## config.mk

```make
export PLATFORM = sky130hd
export DESIGN_NAME = rvtu_mem_rr_arb_flat
export DESIGN_NICKNAME = d
export VERILOG_FILES = /design/src/rtl/rvtu_mem_rr_arb_if.sv /design/src/rtl/rvtu_mem_rr_arb.sv /design/src/flat_wrapper.sv
export SDC_FILE = /design/constraint.sdc
export NUM_CORES = 1
export LEC_CHECK = 0
export ABC_AREA = 1
export CAP_MARGIN = 20
export CORE_AREA = 2 2 161 163
export CTS_CLUSTER_DIAMETER = 200
export DETAILED_ROUTE_END_ITERATION = 7
export DIE_AREA = 0 0 163 165
export PLACE_DENSITY = 0.59
export SLEW_MARGIN = 25
export SYNTH_ARGS = -nofsm -noshare
export SYNTH_HDL_FRONTEND = slang
export SYNTH_SLANG_ARGS = --single-unit
```

## constraint.sdc

```tcl
create_clock -name clk -period 3.15 [get_ports clk]
set_input_delay 0.4725 -clock clk [delete_from_list [all_inputs] [get_ports clk]]
set_output_delay 0.4725 -clock clk [all_outputs]
set_load 0.02 [all_outputs]
```

## src/rtl/rvtu_mem_rr_arb_if.sv

```systemverilog
// Bundle of the requester-side and cache-side signals of the shared memory port.
// The arbiter uses the slave view; requesters and the cache together form the master view.
interface rvtu_mem_rr_arb_if #(
  parameter int N_REQ = 4
);
  logic [32*N_REQ-1:0] r_maddr;
  logic [N_REQ-1:0]    r_mrd;
  logic [4*N_REQ-1:0]  r_mwr;
  logic [32*N_REQ-1:0] r_mwdata;
  logic [N_REQ-1:0]    r_mresp;
  logic [31:0]         r_mrdata;
  logic [31:0]         c_maddr;
  logic                c_mrd;
  logic [3:0]          c_mwr;
  logic [31:0]         c_mwdata;
  logic                c_mresp;
  logic [31:0]         c_mrdata;

  modport slave (
    input  r_maddr, r_mrd, r_mwr, r_mwdata, c_mresp, c_mrdata,
    output r_mresp, r_mrdata, c_maddr, c_mrd, c_mwr, c_mwdata
  );

  modport master (
    output r_maddr, r_mrd, r_mwr, r_mwdata, c_mresp, c_mrdata,
    input  r_mresp, r_mrdata, c_maddr, c_mrd, c_mwr, c_mwdata
  );
endinterface

```

## src/rtl/rvtu_mem_rr_arb.sv

```systemverilog
// Round-robin arbiter sharing one cache port among N_REQ requesters, one transaction
// outstanding at a time, with a sticky watchdog flag for a cache that never answers.
module rvtu_mem_rr_arb #(
  parameter int  N_REQ   = 4,
  parameter int  TIMEOUT = 1023,
  localparam int OW      = (N_REQ > 1) ? $clog2(N_REQ) : 1,
  localparam int CW      = $clog2(TIMEOUT + 1)
) (
  input  logic                clk,
  input  logic                rst,
  rvtu_mem_rr_arb_if.slave    bus,
  output logic                busy,
  output logic [OW-1:0]       owner,
  output logic                err
);

  typedef enum logic {S_IDLE = 1'b0, S_BUSY = 1'b1} state_t;

  state_t              r_state;
  state_t              w_next;
  logic [N_REQ-1:0]    w_req;
  logic [N_REQ-1:0]    w_rot;
  logic                w_any;
  logic [OW-1:0]       w_off;
  logic [OW+1:0]       w_sum;
  logic [OW-1:0]       w_win;
  logic                w_grant;
  logic [OW-1:0]       r_owner;
  logic [OW-1:0]       r_last_grant;
  logic [31:0]         r_cmd_addr;
  logic [31:0]         r_cmd_wdata;
  logic                r_cmd_rd;
  logic [3:0]          r_cmd_wr;
  logic [CW-1:0]       r_wd_cnt;
  logic                r_err;

  always_comb begin
    for (int i = 0; i < N_REQ; i++) begin
      w_req[i] = bus.r_mrd[i] | (|bus.r_mwr[4*i +: 4]);
    end
  end

  // Rotate so that bit 0 is the requester just after the last grant, then take the lowest set bit.
  always_comb begin
    w_rot = N_REQ'({w_req, w_req} >> ((OW+1)'(r_last_grant) + (OW+1)'(1)));
    w_any = 1'b0;
    w_off = '0;
    for (int j = 0; j < N_REQ; j++) begin
      if (!w_any && w_rot[j]) begin
        w_any = 1'b1;
        w_off = OW'(j);
      end
    end
    w_sum = (OW+2)'(r_last_grant) + (OW+2)'(1) + (OW+2)'(w_off);
    if (w_sum >= (OW+2)'(N_REQ)) begin
      w_sum = w_sum - (OW+2)'(N_REQ);
    end
    w_win = w_sum[OW-1:0];
  end

  assign w_grant = (r_state == S_IDLE) && w_any;

  always_ff @(posedge clk) begin
    if (rst) begin
      r_state <= S_IDLE;
    end else begin
      r_state <= w_next;
    end
  end

  always_comb begin
    w_next = r_state;
    case (r_state)
      S_IDLE:  if (w_any)       w_next = S_BUSY;
      S_BUSY:  if (bus.c_mresp) w_next = S_IDLE;
      default: w_next = S_IDLE;
    endcase
  end

  // Strobes drop in the completion cycle and whenever reset is asserted.
  always_comb begin
    bus.c_maddr  = r_cmd_addr;
    bus.c_mwdata = r_cmd_wdata;
    bus.c_mrd    = 1'b0;
    bus.c_mwr    = 4'b0000;
    bus.r_mresp  = '0;
    if (r_state == S_BUSY) begin
      if (!rst) begin
        bus.c_mrd = r_cmd_rd & ~bus.c_mresp;
        bus.c_mwr = r_cmd_wr & {4{~bus.c_mresp}};
      end
      bus.r_mresp[r_owner] = bus.c_mresp;
    end
  end

  assign bus.r_mrdata = bus.c_mrdata;

  always_ff @(posedge clk) begin
    if (rst) begin
      r_owner      <= '0;
      r_last_grant <= OW'(N_REQ - 1);
      r_wd_cnt     <= '0;
      r_err        <= 1'b0;
    end else begin
      if (w_grant) begin
        r_owner  <= w_win;
        r_wd_cnt <= '0;
      end
      if (r_state == S_BUSY) begin
        if (bus.c_mresp) begin
          r_last_grant <= r_owner;
        end
        if (r_wd_cnt != CW'(TIMEOUT)) begin
          r_wd_cnt <= r_wd_cnt + CW'(1);
          if (r_wd_cnt == CW'(TIMEOUT - 1)) begin
            r_err <= 1'b1;
          end
        end
      end
    end
  end

  // Command is frozen at grant so requester changes during BUSY never reach the cache.
  always_ff @(posedge clk) begin
    if (w_grant) begin
      r_cmd_addr  <= bus.r_maddr[32*w_win +: 32];
      r_cmd_wdata <= bus.r_mwdata[32*w_win +: 32];
      r_cmd_rd    <= bus.r_mrd[w_win];
      r_cmd_wr    <= bus.r_mwr[4*w_win +: 4];
    end
  end

  assign busy  = (r_state == S_BUSY);
  assign owner = r_owner;
  assign err   = r_err;

endmodule

```

## src/flat_wrapper.sv

```systemverilog
// flat-port wrapper written by rule: the top's interface ports become plain ports
module rvtu_mem_rr_arb_flat 
#(
  parameter int  N_REQ   = 4,
  parameter int  TIMEOUT = 1023,
  localparam int OW      = (N_REQ > 1) ? $clog2(N_REQ) : 1,
  localparam int CW      = $clog2(TIMEOUT + 1)
)
  (clk, rst, busy, owner, err, bus_r_maddr, bus_r_mrd, bus_r_mwr, bus_r_mwdata, bus_c_mresp, bus_c_mrdata, bus_r_mresp, bus_r_mrdata, bus_c_maddr, bus_c_mrd, bus_c_mwr, bus_c_mwdata);
  rvtu_mem_rr_arb_if #(.N_REQ(N_REQ)) bus_i ();
  input  logic clk;
  input  logic rst;
  output logic busy;
  output logic [OW-1:0] owner;
  output logic err;
  input wire logic [$bits(bus_i.r_maddr)-1:0] bus_r_maddr;
  input wire logic [$bits(bus_i.r_mrd)-1:0] bus_r_mrd;
  input wire logic [$bits(bus_i.r_mwr)-1:0] bus_r_mwr;
  input wire logic [$bits(bus_i.r_mwdata)-1:0] bus_r_mwdata;
  input wire logic [$bits(bus_i.c_mresp)-1:0] bus_c_mresp;
  input wire logic [$bits(bus_i.c_mrdata)-1:0] bus_c_mrdata;
  output wire logic [$bits(bus_i.r_mresp)-1:0] bus_r_mresp;
  output wire logic [$bits(bus_i.r_mrdata)-1:0] bus_r_mrdata;
  output wire logic [$bits(bus_i.c_maddr)-1:0] bus_c_maddr;
  output wire logic [$bits(bus_i.c_mrd)-1:0] bus_c_mrd;
  output wire logic [$bits(bus_i.c_mwr)-1:0] bus_c_mwr;
  output wire logic [$bits(bus_i.c_mwdata)-1:0] bus_c_mwdata;
  assign bus_i.r_maddr = bus_r_maddr;
  assign bus_i.r_mrd = bus_r_mrd;
  assign bus_i.r_mwr = bus_r_mwr;
  assign bus_i.r_mwdata = bus_r_mwdata;
  assign bus_i.c_mresp = bus_c_mresp;
  assign bus_i.c_mrdata = bus_c_mrdata;
  assign bus_r_mresp = bus_i.r_mresp;
  assign bus_r_mrdata = bus_i.r_mrdata;
  assign bus_c_maddr = bus_i.c_maddr;
  assign bus_c_mrd = bus_i.c_mrd;
  assign bus_c_mwr = bus_i.c_mwr;
  assign bus_c_mwdata = bus_i.c_mwdata;
  rvtu_mem_rr_arb #(.N_REQ(N_REQ), .TIMEOUT(TIMEOUT)) u_core (.clk(clk), .rst(rst), .bus(bus_i), .busy(busy), .owner(owner), .err(err));
endmodule
```

==> impl_results.md <==
- Fin crit share: 89.1%
- Number of warnings reported in the yosys synthesis log: 0
- Maximum single-stage delay on the critical path: 0.65 ns
- Average cell area after synthesis: 8.16 um2
- Final hold violations: 0
- Crit path cell chain: clkdlybuf4s50_1 -> inv_1 -> nand2_1 -> nor2_1 -> clkdlybuf4s50_1
- MaxCap Viol Count: 0
- # port buffers: 355
- GRT Residual Overflow: 0
- Clock H-tree levels: 3
- Cell family with most CP delay: buffers and inverters
- Top cell types by occurrence after synthesis: sky130_fd_sc_hd__nand2_1, sky130_fd_sc_hd__edfxtp_1, sky130_fd_sc_hd__mux2i_1
- Number of antenna violations at the first check in global routing: 0
- Fraction of final layout cells sized beyond drive strength 1: 9.36%
- Main synth FF type: sky130_fd_sc_hd__edfxtp_1
- Number of buffers created by CTS: 9
- Crit path buffers/inverters: 3
- Pre-Repair DR Iteration Count: 4
- Distinct cell type count of the synthesized netlist: 33
- Die area: 26900 um2
- Fraction of the yosys area taken by sequential cells: 40.5%
- DRC: 0
- Residual antenna-violating net count after detailed routing: 0
- Pin count of the biggest net entering global routing: 48
- Unrepaired setup endpoints after global routing: false
- Critical path launch point type: input port
- Area share of the leading cell type in the synthesized netlist: 35.1%
- Detailed-route wire length: 21.2 mm
- Initial cell density of the core: 23.6%
- Worst Path Arrival: 2.34 ns
- Gates resized, CTS repair: 0
- Fmax: 356 MHz
- Die outline width: 163 um
- Top-count cell post-synth: sky130_fd_sc_hd__nand2_1
- Slowest cell on crit path: sky130_fd_sc_hd__clkdlybuf4s50_1
- Result of the run: finished clean
- Routed wire per std cell: 15.4 um
- Clock Pin Slew Worst Setup and Hold Paths: 0.07 ns
- Placeable core area: 25000 um2
- Final-report setup violation count: 0
- Required time reported for the critical path endpoint: 2.68 ns
- Final Critical Period: 2.81 ns
- Final weighted congestion in routability-driven placement: 0.855
- Sink count of the clock tree: 85
- Headroom to the max-slew limit: 72.0%
- CTS Buffer Depth: 2
- Buffer cell driving the clock tree root: sky130_fd_sc_hd__clkbuf_16
- Least-Margin Pin Slew: 0.421 ns
- Hold buffer count at cts: 0
- Dpl hpwl: 16.7 mm
- Number of violations reported at the end of detailed-routing iteration 0: 347
- Count of vias placed by the detailed router: 5892
- Relative area change from synthesis to final layout: 68.8%
- Setup TNS: 0 ns
- Total power of the final layout: 5030 uW
- Largest cells by area after synthesis: sky130_fd_sc_hd__edfxtp_1, sky130_fd_sc_hd__nand2_1, sky130_fd_sc_hd__mux2i_1, sky130_fd_sc_hd__o21ai_2, sky130_fd_sc_hd__dfxtp_1
- Global-route wire length before repair: 31.5 mm
- Crit path top cell by count: sky130_fd_sc_hd__clkdlybuf4s50_1
- Clk_lat worst skew: 0.35 ns
- CTS tree: built
- Vias in the first global route: 5799
- WS Path Type: in2out
- Critical path peak fanout: 9
- Pleak: 0.00434 uW
- Number of placement rows: 58
- Post-synthesis cell count: 724
- Share of async-settable or async-resettable flops after synthesis: 0%
- Die height: 165 um
- P per Cell Area: 505 nW/um2
- All-Layer GR Usage: 15.3%
- Buffers inserted during post-CTS setup optimization: 0
- Biggest area consumer among synthesized cells: sky130_fd_sc_hd__edfxtp_1
- Skew final: 0.0109 ns
- Antenna diode instance count: 0
- Post-synthesis net count: 1038
- Average vias per placed instance: 4.28
- Nets: 1356
- Number of enable flip-flop cells after synthesis: 69
- Kind of capture point of the worst setup path: output pin
- Classification of the worst-slack hold path: reg2reg
- Area of the mapped netlist: 5910 um2
- Count of pins on the block boundary: 420
- Largest voltage drop on the vdd net: 0.000225 V
- Post-synthesis register bit count: 85
- Number of pins exceeding their max-slew limit in the final report: 0
final cells by class:
cell class                      count  area, um2
Clock buffer                       11        233
Clock inverter                      5       83.8
Fill cell                        2550      15100
Inverter                           30        114
Multi-Input combinational cell    537       2900
Sequential cell                    85       2390
Tap cell                          330        413
Timing Repair Buffer              379       3830
cell usage in the layout (no fill, tap or decap):
| cell | instances |
|---|---|
| sky130_fd_sc_hd__or2_2 | 1 |
| sky130_fd_sc_hd__o21ai_0 | 24 |
| sky130_fd_sc_hd__edfxtp_1 | 69 |
| sky130_fd_sc_hd__clkinv_2 | 1 |
| sky130_fd_sc_hd__nor3b_1 | 2 |
| sky130_fd_sc_hd__nand3_1 | 20 |
| sky130_fd_sc_hd__xor2_1 | 4 |
| sky130_fd_sc_hd__o21ai_2 | 51 |
| sky130_fd_sc_hd__nand2_1 | 304 |
| sky130_fd_sc_hd__o21ai_1 | 2 |
| sky130_fd_sc_hd__nor4_1 | 1 |
| sky130_fd_sc_hd__nor2_2 | 2 |
| sky130_fd_sc_hd__inv_6 | 1 |
| sky130_fd_sc_hd__dfxtp_1 | 16 |
| sky130_fd_sc_hd__clkbuf_1 | 2 |
| sky130_fd_sc_hd__o21bai_1 | 1 |
| sky130_fd_sc_hd__mux2i_1 | 68 |
| sky130_fd_sc_hd__ha_1 | 2 |
| sky130_fd_sc_hd__clkbuf_16 | 9 |
| sky130_fd_sc_hd__buf_12 | 8 |
| sky130_fd_sc_hd__clkdlybuf4s50_1 | 355 |
| sky130_fd_sc_hd__clkinvlp_4 | 2 |
| sky130_fd_sc_hd__o211ai_1 | 2 |
| sky130_fd_sc_hd__inv_2 | 3 |
| sky130_fd_sc_hd__a31oi_1 | 1 |
| sky130_fd_sc_hd__nor2_1 | 28 |
| sky130_fd_sc_hd__nor3_1 | 4 |
| sky130_fd_sc_hd__bufinv_16 | 2 |
| sky130_fd_sc_hd__ha_4 | 1 |
| sky130_fd_sc_hd__nand4_1 | 8 |
| sky130_fd_sc_hd__inv_1 | 26 |
| sky130_fd_sc_hd__nand2_8 | 1 |
| sky130_fd_sc_hd__buf_4 | 16 |
| sky130_fd_sc_hd__a21oi_1 | 10 |
tightest hold or removal path, stage by stage, from the launching register on:
cell	delay, ns
sky130_fd_sc_hd__dfxtp_1	0.34
sky130_fd_sc_hd__a31oi_1	0.05
sky130_fd_sc_hd__nor2_1	0.08
worst paths after layout:
| check | to | cells after the start | slack (ns) | startpoint |
|---|---|---|---|---|
| max | bus_c_mrd | 5 | 0.34 | rst |
| min | u_core.err$_SDFFE_PP0P_ | 2 | 0.50 | u_core.err$_SDFFE_PP0P_ |
| max reg2reg | u_core.bus.c_maddr[7]$_DFFE_PP_ | 14 | 0.67 | u_core.r_last_grant[0]$_SDFFE_PP1P_ |
| min reg2reg | u_core.err$_SDFFE_PP0P_ | 2 | 0.50 | u_core.err$_SDFFE_PP0P_ |
power by group:
group          internal, uW  switching (uW)
sequential             1530            76.6
clock                   700             482
combinational          1090            1160
total                  3320            1720
per-layer routing:
metal	up-vias	GRT usage (%)	share of wire, %
li1	3006	-	-
met1	2604	16.9	39
met2	230	28.2	51
met3	52	3.84	7.6
met4	0	5.99	2.8
met5	-	0	0
cell families (layout without fill, tap and decap cells):
group	after synthesis	count (layout)	share of synthesized area [%]
adder cells (fa/ha/maj)	3	3	0.636
AO/OA/AOI/OAI	91	91	11.1
buffers and inverters	102	425	10.9
flip-flops	85	85	40.5
multiplexers	68	68	11.5
AND/OR/NAND/NOR	371	371	24.8
XOR/XNOR	4	4	0.593
metrics by stage:
stage,instance area (um2),hold WS (ns),cells,utilization (%),worst slack (ns)
after CTS,9970,0.502,1377,39.8,0.336
after global placement,9650,0.470,1361,38.5,0.0760
after detailed placement,9650,0.482,1361,38.5,0.0577
after global routing,9970,0.516,1377,39.8,0.184
after floorplan,5910,0.464,724,-,0.401
final,9970,0.498,1377,39.8,0.342
flip-flops by register name (all words and copies together), names as in the netlist:
signal and count:
u_core.r_wd_cnt 10, u_core.owner 2, u_core.r_cmd_wr 4, u_core.r_last_grant 2
u_core.bus.c_mwdata 32, u_core.err 1, u_core.busy 1, u_core.bus.c_maddr 32
u_core.r_cmd_rd 1
No activity file was read; power rests on OpenSTA's default activity.
